[src/rtl/testport_pkg.sv]
// Shared constants and state type for the test-port result reporter.
package testport_pkg;

    localparam logic [29:0] TEST_PORT    = 30'hFF;
    localparam logic [31:0] BEGIN_SYMBOL = 32'h0000_0168;
    localparam logic [31:0] END_SYMBOL   = 32'h0000_0D5D;

    typedef enum logic [2:0] {
        ST_IDLE,
        ST_WR_BEGIN,
        ST_WAIT_RES,
        ST_WR_DATA,
        ST_GAP,
        ST_WR_SUM,
        ST_WR_END,
        ST_DONE
    } state_t;

    function automatic logic is_write(input state_t s);
        return s inside {ST_WR_BEGIN, ST_WR_DATA, ST_WR_SUM, ST_WR_END};
    endfunction

endpackage

[src/rtl/testport_reporter.sv]
// Test-port write master: begin symbol, NUM_RESULTS result words, end symbol.
// Optional TESTPORT_CHECKSUM_EN appends an XOR checksum write before the end symbol.
module testport_reporter
    import testport_pkg::*;
#(
    parameter int unsigned NUM_RESULTS = 2
) (
    input  logic        clk,
    input  logic        rst,
    input  logic        start,
    input  logic        stall,
    input  logic        res_valid,
    input  logic [31:0] res_data,
    output logic        res_ready,
    output logic [29:0] addr,
    output logic [31:0] data,
    output logic        wen,
    output logic        busy,
    output logic        done
);

    localparam logic [7:0] NUM_RES = 8'(NUM_RESULTS);

    state_t      state, nxt;
    logic [7:0]  cnt, cnt_nxt;
    logic [31:0] data_nxt;

`ifdef TESTPORT_CHECKSUM_EN
    logic [31:0] csum;
    logic        sum_sent;
    logic        accept;

    assign accept = (state == ST_WAIT_RES) && res_valid;
`endif

    always_comb begin
        nxt     = state;
        cnt_nxt = cnt;
        case (state)
            ST_IDLE, ST_DONE: begin
                if (start) begin
                    nxt     = ST_WR_BEGIN;
                    cnt_nxt = '0;
                end
            end
            ST_WR_BEGIN: if (!stall) nxt = ST_WAIT_RES;
            ST_WAIT_RES: if (res_valid) nxt = ST_WR_DATA;
            ST_WR_DATA: begin
                if (!stall) begin
                    cnt_nxt = cnt + 8'd1;
                    nxt     = (cnt_nxt == NUM_RES) ? ST_GAP : ST_WAIT_RES;
                end
            end
`ifdef TESTPORT_CHECKSUM_EN
            // GAP is visited twice: before the checksum write and after it.
            ST_GAP:      nxt = sum_sent ? ST_WR_END : ST_WR_SUM;
            ST_WR_SUM:   if (!stall) nxt = ST_GAP;
`else
            ST_GAP:      nxt = ST_WR_END;
`endif
            ST_WR_END:   if (!stall) nxt = ST_DONE;
            default:     nxt = ST_IDLE;
        endcase
    end

    // Data only changes on entry to a write state, so a stalled write stays bit-identical.
    always_comb begin
        data_nxt = data;
        if (nxt != state) begin
            case (nxt)
                ST_WR_BEGIN: data_nxt = BEGIN_SYMBOL;
                ST_WR_DATA:  data_nxt = res_data;
`ifdef TESTPORT_CHECKSUM_EN
                ST_WR_SUM:   data_nxt = csum;
`endif
                ST_WR_END:   data_nxt = END_SYMBOL;
                default:     data_nxt = data;
            endcase
        end
    end

    always_ff @(posedge clk) begin
        if (!rst) begin
            state     <= ST_IDLE;
            cnt       <= '0;
            addr      <= '0;
            data      <= '0;
            wen       <= 1'b0;
            res_ready <= 1'b0;
            busy      <= 1'b0;
            done      <= 1'b0;
        end else begin
            state     <= nxt;
            cnt       <= cnt_nxt;
            addr      <= TEST_PORT;
            data      <= data_nxt;
            wen       <= is_write(nxt);
            res_ready <= (nxt == ST_WAIT_RES);
            busy      <= !((nxt == ST_IDLE) || (nxt == ST_DONE));
            done      <= (nxt == ST_DONE);
        end
    end

`ifdef TESTPORT_CHECKSUM_EN
    always_ff @(posedge clk) begin
        if (!rst) begin
            csum     <= '0;
            sum_sent <= 1'b0;
        end else if (((state == ST_IDLE) || (state == ST_DONE)) && start) begin
            csum     <= '0;
            sum_sent <= 1'b0;
        end else begin
            if (accept) csum <= csum ^ res_data;
            if ((state == ST_WR_SUM) && !stall) sum_sent <= 1'b1;
        end
    end
`endif

endmodule
[config.mk]
export PLATFORM = sky130hd
export DESIGN_NAME = testport_reporter
export DESIGN_NICKNAME = d
export VERILOG_FILES = /design/src/rtl/testport_pkg.sv /design/src/rtl/testport_reporter.sv
export SDC_FILE = /design/constraint.sdc
export NUM_CORES = 1
export LEC_CHECK = 0
export CORE_AREA = 4 4 80 82
export DETAILED_ROUTE_END_ITERATION = 6
export DIE_AREA = 0 0 84 86
export PLACE_DENSITY = 0.77
export RECOVER_POWER = 50
export SLEW_MARGIN = 20
export SYNTH_ARGS = -nofsm -noshare
export SYNTH_HDL_FRONTEND = slang
export SYNTH_SLANG_ARGS = --single-unit
[constraint.sdc]
create_clock -name clk -period 1.6 [get_ports clk]
set_input_delay 0.32 -clock clk [delete_from_list [all_inputs] [get_ports clk]]
set_output_delay 0.32 -clock clk [all_outputs]
set_load 0.005 [all_outputs]
; ---- Yosys cells after proc, flatten, opt, wreduce, memory -nomap -nowiden
; Index checks and enable logic that the tools add are counted.
[classes]
addsub = 1
eq_ne = 16
muxes = 12
n_reduce_logical = 10
[ops]
columns = operator, count
row1 = case mux 32 bit (3 select lines), 1
row2 = 2-to-1 mux 8 bit, 3
row3 = equality test 3 bit (second input constant), 6
row4 = 2-to-1 mux 3 bit, 6
row5 = case mux 3 bit (6 select lines), 1
row6 = case mux 8 bit (2 select lines), 1
row7 = equality test 3 x 2 -> 1 bit (second input constant), 4
row8 = adder 8 x 1 -> 8 bit (second input constant), 1
row9 = equality test 8 x 2 -> 1 bit (second input constant), 1
row10 = equality test 3 x 1 -> 1 bit (second input constant), 2
row11 = zero test 3 bit, 2
row12 = inequality test 2 bit (second input constant), 2
row13 = nonzero test 4 bit, 1
row14 = inequality test 3 bit, 1
row15 = AND reduction 3 bit, 1
row16 = nonzero test 3 bit, 1
row17 = AND reduction 2 bit, 1
row18 = nonzero test 2 bit, 1
row19 = OR reduction 2 bit, 1
row20 = zero test 1 bit, 1
row21 = logical OR 1 bit, 1
[word_totals]
ff_bits = 77
inputBits = 37
out_inout_bits = 66
elab_cells = 47

; ---- Logic depth before layout (Yosys ltp)
; Gate-level depths: netlist of the first run.
[logic_depth]
depth_word = 8
ltp_mapped = 7
depth_no_buf = 6

; ---- Least setup slack after synthesis of the first run
; OpenSTA, ideal clock, no wires.
[synth_timing]
kind = reg-to-reg
startpoint = reg cnt[3]
endpoint = reg done
setup_time_ps = 129
t_arrival_ps = 1369
required_ps = 1471
setup_slack_ps = 102
stages_incl_launch_ff = 6
path_buffers = 0
period_less_slack_ps = 1498
cell_sequence = dfxtp_1 and4_4 and2_4 or3_1 a211oi_2 nor3_1
[synth_between]
elab_chain_len = 6
[synth_rtl]
columns = item, line
row1 = from (decl), testport_reporter.sv:25  ; logic [7:0] cnt, cnt_nxt;
row2 = from (signal assigned), testport_reporter.sv:94  ; cnt <= cnt_nxt;
row3 = adder 8 x 1 -> 8 bit, testport_reporter.sv:50  ; cnt_nxt = cnt + 8'd1;
row4 = equality test 8 x 2 -> 1 bit, testport_reporter.sv:51  ; nxt = (cnt_nxt == NUM_RES) ? ST_GAP : ST_WAIT_RES;
row5 = 2-to-1 mux 3 bit, testport_reporter.sv:51
row6 = 2-to-1 mux 3 bit, testport_reporter.sv:49  ; if (!stall) begin
row7 = case mux 3 bit (6 select lines), testport_reporter.sv:39  ; case (state)
row8 = equality test 3 bit, testport_reporter.sv:100  ; done <= (nxt == ST_DONE);
row9 = to (signal assigned), testport_reporter.sv:100
row10 = to (decl), testport_reporter.sv:19  ; output logic done
; No other way between the ends.
; A chain may end at the register's enable or synchronous reset.

; ---- Final worst setup path of the first run
[layout_timing]
startpoint = reg state[1]
endpoint = reg data[10]
[layout_between]
elab_chain_len = 6
elab_cells_between_ends = 21
classes_between = eq/ne (10) / mux (7) / reduce/logical (4)
[layout_rtl]
columns = item, line
row1 = from (decl), testport_reporter.sv:24  ; state_t state, nxt;
row2 = from (signal assigned), testport_reporter.sv:93  ; state <= nxt;
row3 = equality test 3 bit / zero test 3 bit (equally long branches), testport_reporter.sv:39
row4 = OR reduction 2 bit, testport_reporter.sv:39
row5 = case mux 3 bit (6 select lines), testport_reporter.sv:39
row6 = "equality test 3 x 1 -> 1 bit, or another cell as far along", testport_reporter.sv:70  ; case (nxt)
row7 = nonzero test 3 bit (no line), n/a
row8 = AND reduction 2 bit (no line), n/a
row9 = to (signal assigned), testport_reporter.sv:96  ; data <= data_nxt;
row10 = to (decl), testport_reporter.sv:16  ; output logic [31:0] data,
; Parallel ways exist; a longest one is shown, timed or not.

==> summary.md, run 1 <==
| Metric | Value |
|---|---|
| Outcome | finished, final reports clean |
| Max-cap viol count | 0 |
| GRT Resource Usage Total | 15.7% |
| Pleak | 0.00133 µW |
| Worst VDD drop | 418 µV |
| Final hold violations | 0 |
| Placed cell count | 418 |
| Most frequent cells in the layout | clkdlybuf4s50_1, dfxtp_1, buf_4 |
| Via Count | 2,121 |
| R2r setup slk | 60 ps |
| # hold bufs at CTS | 0 |
| WP data required | 1840 ps |
| Synth-to-Final Area Change | 54.0% |
| Syn Area/Cell | 9.02 µm² |
| Cell count after synthesis | 252 |
| Slew HR | 63.3% |
| First-pass GRT wire length | 9440 µm |
| Wirelength per Cell | 14.2 µm |
| Grt total ovfl | 0 |
| Worst skew pair latency | 300 ps |
| Crit Reg-Reg Startpoint | state[1] |
| I/O Buffers | 80 |
| Pin count of the biggest net entering global routing | 47 |
| Iter 0 DRT Violations | 96 |
| Synthesized cell area | 2270 µm² |
| Final Cell Area | 3500 µm² |
| DRC Markers | 0 |
| Level count of the clock H-tree | 2 |
| Initial antenna violation count | 0 |
| Hold depth | 1 |
| Worst hold endpoint | cnt[6] |
| FF+latch count, synth | 48 |
| Reg2Reg Depth | 8 |
| R2r endpoint | data[10] |
| Post-layout min period | 1540 ps |
| Startpoint class of the critical path | register |
| CTS tree | yes |
| P per Cell Area | 802 nW/µm² |
| Least-Margin Pin Slew | 551 ps |
| CP max FO | 7 |
| Vias in the first global route | 2,127 |
| Top cells by area, synth | dfxtp_1, buf_4, nor2b_1 |
| Critical Path Sink Type | register |
| Ports | 103 |
| Die area | 7220 µm² |
| Diode count | 0 |
| RePlAce Congestion | 0.740 |
| Sequential area share after synthesis | 42.3% |
| Post-placement cell area | 3240 µm² |
| RSZ-0062 raised after global routing | true |
| Layout cells sized above 1 | 19.9% |
| Routed WL | 6150 µm |
| Finished Core Util | 60.9% |
| Vias per inst | 4.91 |
| Commonest non-fill, non-tap cell in the layout | clkdlybuf4s50_1 |
| Slew Viols, Final | 0 |
| Filler Cells Inserted | 510 |
| Worst hold path type | reg2reg |
| Die Ht | 86 µm |
| Clock slew at reported path FFs | 90 ps |
| Max Root-Sink Buffers | 2 |
| FP Rows | 28 |
| Initial Utilization | 39.6% |
| Synth area leader | dfxtp_1 |
| Period utilization | 96.4% |
| Root Driver | clkbuf_8 |
| Critical path launch point | state[1] |
| YS warnings | 0 |
| Yosys cell types | 42 |
| Clock Sink Count | 48 |
| Synth top area share | 42.3% |
| Final setup margin | 57.6 ps |
| Hpwl dp | 4120 µm |
| CP arrival | 1780 ps |
| Post-placement worst setup slack | -625 ps |
| Post-DRT Antenna Nets | 0 |
| Core ar. | 5750 µm² |
| Total CTS buffers | 5 |
| Critical path class | reg2reg |
| Hold Startpoint | cnt[6] |
| Count of non-filler cells in the finished layout | 432 |
| Fmax | 648 MHz |
| Fin Clk Skew | 7.34 ps |
| DRT Pass-1 Iters | 4 |
| Final setup vio count | 0 |
| Die Width | 84 µm |
| Nets | 395 |
-- cell type report --
cell class	instances	area [µm²]	area share, %
Tap cell	75	93.8	2.68
Sequential cell	48	978	27.9
Clock inverter	2	35.0	1.00
Timing Repair Buffer	116	1110	31.8
Clock buffer	6	72.6	2.07
Inverter	2	7.51	0.214
Multi-Input combinational cell	183	1200	34.3
-- flip-flops by register name, indices dropped and copies added, names as in the netlist --
| register | flops |
|---|---|
| addr | 1 |
| busy | 1 |
| cnt | 8 |
| data | 32 |
| done | 1 |
| res_ready | 1 |
| state | 3 |
| wen | 1 |
-- cell usage after synthesis, drive strengths merged --
cell type and count:
a221oi 1, o32a 1, o221a 3, nor2 9, and2 5, nor3 4, buf 33, o211a 1
o21a 1, clkbuf 8, or3 3, o32ai 1, o211ai 1, xor2 1, a211oi 1, nand2b 4
conb 1, ha 2, nor2b 28, a211o 1, and4 1, a21oi 15, o21ai 14, a2bb2oi 1
inv 2, nor4 4, a22oi 23, nand2 13, nand3 5, nand3b 4, xnor2 2, o31ai 1
nand4 2, a21boi 7, a21o 1, dfxtp 48
-- metrics by stage --
step           hold WS, ps  total power [µW]  setup TNS [ps]
2_1_floorplan          348              1610               0
3_3_place_gp           489              1890          -18610
3_5_place_dp           504              1910          -20900
4_1_cts                522              2780               0
5_1_grt                567              2940            -273
6_report               516              2810               0
-- cell families after synthesis --
| family | synth area share [%] |
|---|---|
| fa+ha+maj | 1.10 |
| simple gates | 21.0 |
| other cells | 0.165 |
| flops | 42.3 |
| buf+inv | 12.2 |
| xor+xnor | 1.16 |
| compound gates | 22.1 |
-- timing repair --
item,4_1_cts,5_1_grt
gates resized for setup,12,24
gates cloned,0,1
endpoints found under the setup margin,39,43
buffers inserted,2,3
pin swaps,3,1
-- per-layer routing --
metal | share of wire [%] | wire (µm) | vias up | GRT usage, %
li1 | - | - | 1050 | -
met5 | 0 | 0 | - | 0
met2 | 49 | 3010 | 81 | 28.5
met1 | 41 | 2540 | 984 | 17.5
met4 | 1.2 | 74 | 0 | 3.95
met3 | 8.5 | 524 | 6 | 5.86
-- how the worst max path moves through the flow --
stage | end | slack (ps)
3_3_place_gp | data[14] | -560
2_1_floorplan | done | 100
3_5_place_dp | data[26] | -620
6_report | data[10] | 60
4_1_cts | data[10] | 0.2
5_1_grt | wen | -30
-- worst max-delay path, cell delays in order (launching register included) --
cell and delay, ps:
dfxtp_4 380, buf_4 160, nand2b_1 100, a21boi_2 80, buf_4 140, nor4_4 240, buf_4 180, nand2_1 70
a21oi_2 130
-- where the power goes --
| part | internal [µW] | switching [µW] |
|---|---|---|
| Combinational | 374 | 273 |
| Sequential | 1260 | 43.2 |
| Clock | 464 | 397 |
No activity file was read; power rests on OpenSTA's default activity.
==> inputs of run 2 (changes only) <==
==> constraint.sdc (replaced) <==
create_clock -name clk -period 1.5 [get_ports clk]
set_input_delay 0.3 -clock clk [delete_from_list [all_inputs] [get_ports clk]]
set_output_delay 0.3 -clock clk [all_outputs]
set_load 0.005 [all_outputs]
==> summary.md, run 2 (same netlist as run 1, synthesis figures left out) <==
| Metric | Value |
|---|---|
| Outcome | complete, but fails checks (was finished, final reports clean) |
| Failing checks | negative setup slack |
| Pin count of the biggest net entering global routing | 27 (was 47) |
| Hold WS | 525 ps (was 516 ps) |
| Buf+Inv Stages, Crit Path | 2 (was 3) |
| Die Ht | 86 µm (unchanged) |
| Biggest regs | data: 32 flops, cnt: 8 flops, state: 3 flops (unchanged) |
| Max FFs per register | 32 (unchanged) |
| First-pass GRT wire length | 10,200 µm (was 9440 µm) |
| Startpoint class of the critical path | register (unchanged) |
| Level count of the clock H-tree | 2 (unchanged) |
| Post-DRT Antenna Nets | 0 (unchanged) |
| Commonest non-fill, non-tap cell in the layout | clkdlybuf4s50_1 (unchanged) |
| Max Root-Sink Buffers | 2 (unchanged) |
| Final Cell Area | 3780 µm² (was 3500 µm²) |
| Fmax | 648 MHz (about the same) |
| Critical path class | reg2reg (unchanged) |
| Diode count | 0 (unchanged) |
| Synth-to-Final Area Change | 66.5% (was 54.0%) |
| Clock slew at reported path FFs | 90 ps (about the same) |
| Critical path depth | 5 (was 8) |
| Initial antenna violation count | 0 (unchanged) |
| Root Driver | clkbuf_8 (unchanged) |
| Die area | 7220 µm² (unchanged) |
| Hpwl dp | 4320 µm (was 4120 µm) |
| Final setup margin | -42.9 ps (was 57.6 ps) |
| # hold bufs at CTS | 0 (unchanged) |
| Most frequent cells in the layout | clkdlybuf4s50_1, buf_4, dfxtp_1 (was clkdlybuf4s50_1, dfxtp_1, buf_4) |
| Pleak | 0.00146 µW (was 0.00133 µW) |
| Reg2Reg Depth | 5 (was 8) |
| RePlAce Congestion | 0.742 (was 0.740) |
| Biggest register | data (unchanged) |
| Finished Core Util | 65.9% (was 60.9%) |
| Cells along the critical path | buf_6, buf_4, o32a_4, o21ai_0, a21boi_0 (was buf_4, nand2b_1, a21boi_2, buf_4, nor4_4, buf_4, nand2_1, a21oi_2) |
| Routed WL | 6810 µm (was 6150 µm) |
| DRT Pass-1 Iters | 4 (unchanged) |
| Vias per inst | 5.02 (was 4.91) |
| GRT Resource Usage Total | 17.2% (was 15.7%) |
| Max stage delay cell, worst path | o32a_4 (was dfxtp_4) |
| Die Width | 84 µm (unchanged) |
| Worst path max stage delay | 420 ps (was 380 ps) |
| DRC Markers | 0 (unchanged) |
| Ports | 103 (unchanged) |
| Final setup vio count | 5 (was 0) |
| Core ar. | 5750 µm² (unchanged) |
| Layout cells sized above 1 | 31.7% (was 19.9%) |
| CP top delay family | compound AO/OA/AOI/OAI gates (was buffers and inverters) |
| Period utilization | 103% (was 96.4%) |
| RSZ-0062 raised after global routing | true (unchanged) |
| I/O Buffers | 80 (unchanged) |
| Fin Clk Skew | 8.40 ps (was 7.34 ps) |
| CP arrival | 1720 ps (was 1780 ps) |
| Hold depth | 2 (was 1) |
| Filler Cells Inserted | 489 (was 510) |
| Max-cap viol count | 0 (unchanged) |
| Worst VDD drop | 561 µV (was 418 µV) |
| Slew Viols, Final | 0 (unchanged) |
| Grt total ovfl | 0 (unchanged) |
| WP data required | 1680 ps (was 1840 ps) |
| Final hold violations | 0 (unchanged) |
| Post-layout min period | 1540 ps (about the same) |
| Post-placement cell area | 3290 µm² (was 3240 µm²) |
| Iter 0 DRT Violations | 108 (was 96) |
| Vias in the first global route | 2,227 (was 2,127) |
| Nets | 413 (was 395) |
| Setup TNS | -119 ps (was 0 ps) |
| Via Count | 2,259 (was 2,121) |
| Total CTS buffers | 5 (unchanged) |
| FP Rows | 28 (unchanged) |
| Critical Path Sink Type | register (unchanged) |
| P per Cell Area | 795 nW/µm² (was 802 nW/µm²) |
| Worst hold path type | reg2reg (unchanged) |
| Initial Utilization | 39.6% (unchanged) |
| CP max FO | 9 (was 7) |
| Worst skew pair latency | 300 ps (about the same) |
| Clock Sink Count | 48 (unchanged) |
| Wirelength per Cell | 15.1 µm (was 14.2 µm) |
| CTS tree | yes (unchanged) |
run 2: cell types whose count changed in the layout (fill, tap and decap cells not counted), moves of 5 or more:
cell | previous run | this run
clkdlybuf4s50_1 | 77 | 60
clkdlybuf4s25_1 | 0 | 11
a22oi_2 | 0 | 6
buf_4 | 29 | 45
dfxtp_2 | 2 | 13
dlygate4sd2_1 | 2 | 7
dfxtp_1 | 42 | 30
a22oi_1 | 23 | 17
run 2: worst paths after layout:
path | start | end | slack [ps]
worst max-delay path | state[2] | cnt[2] | -40
worst min-delay path | data[28] | data[28] | 520
worst max register to register | state[2] | cnt[2] | -40
worst min register to register | data[28] | data[28] | 520
run 2: report_power, final:
group          switching, µW  leakage, µW  total, µW  internal (µW)
clock                    441    0.0000445        816            376
sequential              50.4     0.000400       1390           1340
combinational            338      0.00101        801            463
run 2: cell type report:
cell class	count	area (µm²)	area share, %
clock inverter	1	7.51	0.198
clock buffer	7	86.3	2.28
sequential	48	996	26.3
multi-input combinational	183	1330	35.1
inverter	2	7.51	0.198
timing repair buffer	134	1270	33.5
tap	75	93.8	2.48
run 2: metrics by stage:
| stage | std cells | power [µW] | worst slack, ps |
|---|---|---|---|
| 6_report | 450 | 3010 | -42.9 |
| 5_1_grt | 450 | 3150 | -89.6 |
| 4_1_cts | 440 | 2910 | -24.9 |
| 3_5_place_dp | 425 | 2040 | -692 |
| 3_3_place_gp | 425 | 2030 | -638 |
| 2_1_floorplan | 273 | 1720 | 2.32 |
run 2: worst min-delay path: cells and delay by family, from the launching register on:
family | cells | cell delay, ps
flip-flops | 1 | 340
AND/OR/NAND/NOR | 1 | 90
AO/OA/AOI/OAI | 1 | 60
run 2: layer usage:
metal	up-vias	wire length, µm	GRT usage [%]
met5	-	0	0
met4	0	106	5.41
met3	12	499	6.34
met2	80	3400	30.0
met1	1079	2800	19.6
li1	1088	-	-
run 2: timing repair:
item,in CTS,in global routing
pin swaps,5,9
cloned,1,0
setup buffers,6,10
gates resized for setup,28,69
endpoints found under the hold margin,0,0
setup endpoints to repair,52,58
